==> config.mk <==
export PLATFORM = sky130hd
export DESIGN_NAME = counter_sequencer_flat
export DESIGN_NICKNAME = d
export VERILOG_FILES = /design/src/rtl/counter_sequencer_if.sv /design/src/rtl/counter_sequencer.sv /design/src/flat_wrapper.sv
export SDC_FILE = /design/constraint.sdc
export NUM_CORES = 1
export LEC_CHECK = 0
export CAP_MARGIN = 0
export CORE_ASPECT_RATIO = 0.6
export CORE_MARGIN = 4
export CORE_UTILIZATION = 46
export DETAILED_ROUTE_END_ITERATION = 16
export PLACE_DENSITY_LB_ADDON = 0.05
export SLEW_MARGIN = 20
export SYNTH_ARGS = -nofsm -noshare
export SYNTH_HDL_FRONTEND = slang
export SYNTH_SLANG_ARGS = --single-unit
==> constraint.sdc <==
create_clock -name clk -period 2 [get_ports clk]
set_input_delay 0.4 -clock clk [delete_from_list [all_inputs] [get_ports clk]]
set_output_delay 0.4 -clock clk [all_outputs]
set_load 0.05 [all_outputs]
==> src/rtl/counter_sequencer_if.sv <==
`default_nettype none
// +--------------------------------------------------------------------------+
// | Module   : counter_sequencer_if                                          |
// | Purpose  : Command handshake bundle between a host/config agent and the  |
// |            counter_sequencer controller.                                 |
// | Signals  : cmd_valid  - command offered (host -> controller)             |
// |            cmd_ready  - controller can accept (controller -> host)       |
// |            cmd_mode   - 00 up, 01 down, 10 ping-pong, 11 reserved        |
// |            cmd_start  - first count value of each pass                   |
// |            cmd_stop   - turn/end value of each pass                      |
// |            cmd_passes - number of passes, 1..15                          |
// | Modports : master (host side), slave (controller side)                   |
// | Revision : 1.0  initial release                                          |
// +--------------------------------------------------------------------------+
interface counter_sequencer_if #(
   parameter int WIDTH = 4
);
   logic             cmd_valid;
   logic             cmd_ready;
   logic [1:0]       cmd_mode;
   logic [WIDTH-1:0] cmd_start;
   logic [WIDTH-1:0] cmd_stop;
   logic [3:0]       cmd_passes;

   modport master (
      output cmd_valid,
      output cmd_mode,
      output cmd_start,
      output cmd_stop,
      output cmd_passes,
      input  cmd_ready
   );

   modport slave (
      input  cmd_valid,
      input  cmd_mode,
      input  cmd_start,
      input  cmd_stop,
      input  cmd_passes,
      output cmd_ready
   );
endinterface
`default_nettype wire

==> src/rtl/counter_sequencer.sv <==
`default_nettype none
// +--------------------------------------------------------------------------+
// | Module   : counter_sequencer                                             |
// | Purpose  : Sequencing controller for the up/down counter datapath. Takes |
// |            one command per sweep and steps a WIDTH-bit count through    |
// |            up, down or ping-pong passes, with pause, abort and          |
// |            done/err reporting.                                           |
// | Ports    : clk     - rising-edge clock                                   |
// |            rst     - synchronous reset, active low                       |
// |            cmd     - command handshake (counter_sequencer_if.slave)      |
// |            pause   - level, holds the sweep while high                   |
// |            abort   - level, terminates the sweep                         |
// |            count   - current count                                       |
// |            updown  - current direction, 1 = up                           |
// |            busy    - sweep in progress                                   |
// |            done    - one-cycle pulse at sweep end (normal or aborted)    |
// |            err     - one-cycle pulse on a rejected command               |
// | Config   : COUNTER_SEQ_PINGPONG_EN - when defined, mode 10 (ping-pong)  |
// |            is implemented; otherwise mode 10 is rejected as reserved.   |
// | Revision : 1.0  initial release                                          |
// +--------------------------------------------------------------------------+
module counter_sequencer #(
   parameter int WIDTH = 4,
   parameter int MAX   = 6
) (
   input  wire logic             clk,
   input  wire logic             rst,
   counter_sequencer_if.slave    cmd,
   input  wire logic             pause,
   input  wire logic             abort,
   output logic [WIDTH-1:0]      count,
   output logic                  updown,
   output logic                  busy,
   output logic                  done,
   output logic                  err
);

   localparam logic [1:0]       MODE_UP   = 2'b00;
   localparam logic [1:0]       MODE_DOWN = 2'b01;
`ifdef COUNTER_SEQ_PINGPONG_EN
   localparam logic [1:0]       MODE_PP   = 2'b10;
`endif
   localparam logic [WIDTH-1:0] MAX_V     = WIDTH'(MAX);
   localparam logic [WIDTH-1:0] ONE       = WIDTH'(1);

   typedef enum logic [1:0] {
      IDLE = 2'd0,
      RUN  = 2'd1,
      DONE = 2'd2
   } state_t;

   state_t           state_q, state_d;
   logic [WIDTH-1:0] count_q, count_d;
   logic             updown_q, updown_d;
   logic [3:0]       remaining_q, remaining_d;
   logic [WIDTH-1:0] start_q, start_d;
   logic [WIDTH-1:0] stop_q, stop_d;
`ifdef COUNTER_SEQ_PINGPONG_EN
   logic [1:0]       mode_q, mode_d;
`endif
   logic             busy_q, done_q, err_q, err_d;
   logic             cmd_bad;

   // Command legality check, evaluated on the incoming command fields.
   always_comb begin
      cmd_bad = 1'b0;
      case (cmd.cmd_mode)
         MODE_UP:   cmd_bad = (cmd.cmd_start > cmd.cmd_stop);
         MODE_DOWN: cmd_bad = (cmd.cmd_start < cmd.cmd_stop);
`ifdef COUNTER_SEQ_PINGPONG_EN
         MODE_PP:   cmd_bad = (cmd.cmd_start >= cmd.cmd_stop);
`endif
         default:   cmd_bad = 1'b1;
      endcase
      if ((cmd.cmd_passes == 4'd0) || (cmd.cmd_start > MAX_V) || (cmd.cmd_stop > MAX_V)) begin
         cmd_bad = 1'b1;
      end
   end

   // Next-state and datapath update.
   always_comb begin
      state_d     = state_q;
      count_d     = count_q;
      updown_d    = updown_q;
      remaining_d = remaining_q;
      start_d     = start_q;
      stop_d      = stop_q;
`ifdef COUNTER_SEQ_PINGPONG_EN
      mode_d      = mode_q;
`endif
      err_d       = 1'b0;

      case (state_q)
         IDLE: begin
            if (cmd.cmd_valid) begin
               if (cmd_bad) begin
                  err_d = 1'b1;
               end else begin
                  state_d     = RUN;
                  count_d     = cmd.cmd_start;
                  updown_d    = (cmd.cmd_mode != MODE_DOWN);
                  remaining_d = cmd.cmd_passes;
                  start_d     = cmd.cmd_start;
                  stop_d      = cmd.cmd_stop;
`ifdef COUNTER_SEQ_PINGPONG_EN
                  mode_d      = cmd.cmd_mode;
`endif
               end
            end
         end

         RUN: begin
            if (abort) begin
               state_d = DONE;
            end else if (!pause) begin
`ifdef COUNTER_SEQ_PINGPONG_EN
               if (mode_q == MODE_PP) begin
                  // Rising leg turns at stop; falling leg ends a pass at start.
                  if (updown_q) begin
                     if (count_q == stop_q) begin
                        updown_d = 1'b0;
                        count_d  = stop_q - ONE;
                     end else begin
                        count_d = count_q + ONE;
                     end
                  end else if (count_q != start_q) begin
                     count_d = count_q - ONE;
                  end else if (remaining_q > 4'd1) begin
                     // Next pass skips start; it was the last value shown.
                     updown_d    = 1'b1;
                     count_d     = start_q + ONE;
                     remaining_d = remaining_q - 4'd1;
                  end else begin
                     state_d = DONE;
                  end
               end else
`endif
               begin
                  // updown_q already encodes up vs. down for linear modes.
                  if (count_q != stop_q) begin
                     count_d = updown_q ? (count_q + ONE) : (count_q - ONE);
                  end else if (remaining_q > 4'd1) begin
                     count_d     = start_q;
                     remaining_d = remaining_q - 4'd1;
                  end else begin
                     state_d = DONE;
                  end
               end
            end
         end

         DONE: begin
            state_d = IDLE;
         end

         default: begin
            state_d = IDLE;
         end
      endcase
   end

   always_ff @(posedge clk) begin
      if (!rst) begin
         state_q     <= IDLE;
         count_q     <= '0;
         updown_q    <= 1'b1;
         remaining_q <= 4'd0;
         start_q     <= '0;
         stop_q      <= '0;
`ifdef COUNTER_SEQ_PINGPONG_EN
         mode_q      <= MODE_UP;
`endif
         busy_q      <= 1'b0;
         done_q      <= 1'b0;
         err_q       <= 1'b0;
      end else begin
         state_q     <= state_d;
         count_q     <= count_d;
         updown_q    <= updown_d;
         remaining_q <= remaining_d;
         start_q     <= start_d;
         stop_q      <= stop_d;
`ifdef COUNTER_SEQ_PINGPONG_EN
         mode_q      <= mode_d;
`endif
         busy_q      <= (state_d == RUN);
         done_q      <= (state_d == DONE);
         err_q       <= err_d;
      end
   end

   // cmd_ready is the only combinational output; it is masked during reset.
   assign cmd.cmd_ready = rst && (state_q == IDLE);
   assign count         = count_q;
   assign updown        = updown_q;
   assign busy          = busy_q;
   assign done          = done_q;
   assign err           = err_q;

endmodule
`default_nettype wire

==> src/flat_wrapper.sv <==
// flat-port wrapper written by rule: the top's interface ports become plain ports
module counter_sequencer_flat 
#(
   parameter int WIDTH = 4,
   parameter int MAX   = 6
)
  (clk, rst, pause, abort, count, updown, busy, done, err, cmd_cmd_valid, cmd_cmd_mode, cmd_cmd_start, cmd_cmd_stop, cmd_cmd_passes, cmd_cmd_ready);
  counter_sequencer_if #(.WIDTH(WIDTH)) cmd_i ();
  input  wire logic clk;
  input  wire logic rst;
  input  wire logic pause;
  input  wire logic abort;
  output logic [WIDTH-1:0] count;
  output logic updown;
  output logic busy;
  output logic done;
  output logic err;
  input wire logic [$bits(cmd_i.cmd_valid)-1:0] cmd_cmd_valid;
  input wire logic [$bits(cmd_i.cmd_mode)-1:0] cmd_cmd_mode;
  input wire logic [$bits(cmd_i.cmd_start)-1:0] cmd_cmd_start;
  input wire logic [$bits(cmd_i.cmd_stop)-1:0] cmd_cmd_stop;
  input wire logic [$bits(cmd_i.cmd_passes)-1:0] cmd_cmd_passes;
  output wire logic [$bits(cmd_i.cmd_ready)-1:0] cmd_cmd_ready;
  assign cmd_i.cmd_valid = cmd_cmd_valid;
  assign cmd_i.cmd_mode = cmd_cmd_mode;
  assign cmd_i.cmd_start = cmd_cmd_start;
  assign cmd_i.cmd_stop = cmd_cmd_stop;
  assign cmd_i.cmd_passes = cmd_cmd_passes;
  assign cmd_cmd_ready = cmd_i.cmd_ready;
  counter_sequencer #(.WIDTH(WIDTH), .MAX(MAX)) u_core (.clk(clk), .rst(rst), .cmd(cmd_i), .pause(pause), .abort(abort), .count(count), .updown(updown), .busy(busy), .done(done), .err(err));
endmodule
==> results_dict.tcl <==
set metrics [dict create \
    die_width_microns 80.8 \
    row_count 15 \
    avgRoutedWirePerCell_microns 17.9 \
    power_density_nw_per_um2 505 \
    area_growth_pct 42.6 \
    routed_via_density 5.65 \
    synth-adder-area-share_pct 8.22 \
    synth_most_common_cell "dfxtp_1" \
    track_usage_pct 22.9 \
    cts_buffer_depth 2 \
    wl_mm 4.50 \
    critPathMaxFanout 8 \
    synth_enable_flop_cells 0 \
    io_pins 28 \
    synthMuxAreaShare_pct 0.685 \
    clkLatencyLatePin_ns 0.26 \
    synth_compound_area_share_pct 29.1 \
    critPathLaunch "cmd_cmd_passes[3]" \
    yosysTopAreaCell "dfxtp_1" \
    synth_fp_nets 184 \
    cts_tree "built" \
    maxSlewHeadroom_pct 62.2 \
    ys_seq_elements 22 \
    drive_gt1_share_pct 34.0 \
    setup_ws_ns 0.00388 \
    firstDrtPassIters 4 \
    synth_top_cell_area_share_pct 30.1 \
    fin_crit_ns 2.00 \
    hold_viol 0 \
    yosys-top-cells-count "dfxtp_1 (22), nand2_1 (14), inv_1 (11), a21oi_1 (10)" \
    via_count 1418 \
    crit_required_ns 2.15 \
    r2r_start "u_core.remaining_q[0]" \
    die-height_microns 51.7 \
    cap_violations 0 \
    syn_avg_cell_area_sq_um 9.37 \
    synth_flop_cell "dfxtp_1" \
    run_status "completed" \
    min_from "cmd_cmd_start[1]" \
    rsz0062_at_grt "yes" \
    synth-simple-area-share_pct 21.5 \
    setup_viol 0 \
    crit_path_end_kind "register" \
    start_kind "primary input" \
    dpl.hpwl_mm 3.34 \
    cts_root_buf "clkbuf_8" \
    htree_levels 1 \
    async_flop_share_pct 0 \
    gr-total-overflow 0 \
    hold_buffers 0 \
    place_ws_ns -0.636 \
    crit_type "primary input to register" \
    gp_congestion 0.934 \
    r2r_slack_ns 0.17 \
    drcViolationCount 0 \
    yosysUniqueCellTypes 53 \
    hp-class "primary input to register" \
    yosysSeqAreaShare_pct 30.1 \
    tightest_slew_ns 0.565 \
    drv_slew 0 \
    fp.coreArea_sq_um 2950 \
    drt_iter0_drc 78 \
    clock.fmax_ghz 0.501 \
    placed_cell_area_sq_um 1960 \
    grt_pass1_wl_mm 7.03 \
    layout_worst_path_cycle_share_pct 99.8 \
    dieArea_sq_um 4170 \
    yosysWarnings 0 \
    numCtsBuffers 3 \
    synthCells 156 \
    grt_max_degree 18 \
    syn_area_sq_um 1460 \
    grt_pass1_vias 1404 \
    total_power_uw 1050 \
    vdd_drop_max_mv 0.320 \
    postLayoutCellArea_sq_um 2080 \
    skew_ns 0.00871 \
    fillers 225 \
    critPathArrivalTime_ns 2.14 \
    diodes 0 \
    antenna_found_initial 0 \
    synth-xor-area-share_pct 5.74 \
    start_util_pct 49.6 \
    ant_nets 0 \
    synth_top_family_by_area "compound AO/OA/AOI/OAI gates" \
    clk_pin_slew_worst_paths_ns 0.08 \
    nets 238 \
    cts_sinks 22 \
    yosys-top-cells-area "dfxtp_1 (30%), ha_1 (6.8%), nand2_1 (3.6%), a21oi_1 (3.4%), xnor2_2 (3.3%)" \
    portBuffers 27 \
    total_leakage_power_uw 0.000852 \
]
-- cells in the final DEF, fill, tap and decap left out, drive strengths merged, types with 3 or more instances in the layout --
master and n:
buf 34, nand2 14, a21oi 10, nor3 5, nor2 7, o21ai 8, and3 3, clkdlybuf4s50 12
xnor2 7, o31ai 4, clkbuf 6, ha 8, clkdlybuf4s15 3, inv 11, nand3 8, dfxtp 22
o211ai 4, nor3b 3, and2 3, a211oi 4
-- what timing repair did --
item	4_1_cts	5_1_grt
setup endpoints to repair	20	11
buffers inserted	1	1
pin swaps	7	8
gates resized for setup	21	14
-- logic make-up (layout without fill, tap and decap cells) --
logic type	Yosys count	in the layout
buf+inv	16	69
fa+ha+maj	9	9
mux	1	1
xor+xnor	7	7
simple gates	53	53
flops	22	22
compound gates	48	48
-- worst max-delay path, stage by stage --
cell and delay, ns:
clkdlybuf4s50_1 0.46, o41ai_4 0.42, nor4_2 0.10, o311ai_4 0.50, o21bai_1 0.19, a21oi_1 0.08
-- final timing paths --
kind | cells past startpoint | end
worst min-delay path | 3 | u_core.start_q[1]
worst min register to register | 2 | u_core.start_q[2]
worst max register to register | 7 | u_core.remaining_q[2]
worst max-delay path | 6 | u_core.remaining_q[0]
-- sequential cells by signal, summed over array words and instances (netlist names) --
| name | cells |
|---|---|
| u_core.count | 4 |
| u_core.remaining_q | 4 |
| u_core.start_q | 4 |
| u_core.stop_q | 4 |
| u_core.state_q | 2 |
| u_core.busy | 1 |
| u_core.done | 1 |
| u_core.err | 1 |
| u_core.updown | 1 |
-- through the flow --
stage	std cells	hold slack [ns]	util [%]	setup TNS, ns
2_1_floorplan	156	0.436	-	0
6_report	251	0.439	70.7	0
3_3_place_gp	245	0.445	66.5	-9.36
5_1_grt	251	0.457	70.7	-0.206
3_5_place_dp	245	0.453	66.5	-10.86
4_1_cts	250	0.436	69.9	0
-- power by group --
| group | internal (uW) | switching, uW | total, uW |
|---|---|---|---|
| combinational | 133 | 149 | 282 |
| sequential | 445 | 6.59 | 452 |
| clock | 175 | 143 | 319 |
| total | 753 | 299 | 1050 |
-- cell type report --
class	count	area (sq um)	area share, %
timing repair buffer	54	469	22.5
sequential	22	440	21.1
clock buffer	4	55.1	2.64
multi-input combinational	118	1030	49.2
tap	42	52.6	2.52
inverter	11	41.3	1.98
-- layer usage --
| metal | track usage [%] | vias up | share of wire, % |
|---|---|---|---|
| met5 | 0 | - | 0 |
| met4 | 6.46 | 0 | 1.2 |
| met3 | 8.30 | 6 | 9.7 |
| met2 | 32.7 | 64 | 41 |
| met1 | 32.0 | 663 | 48 |
| li1 | - | 685 | - |
(Power assumes the default switching activity.)
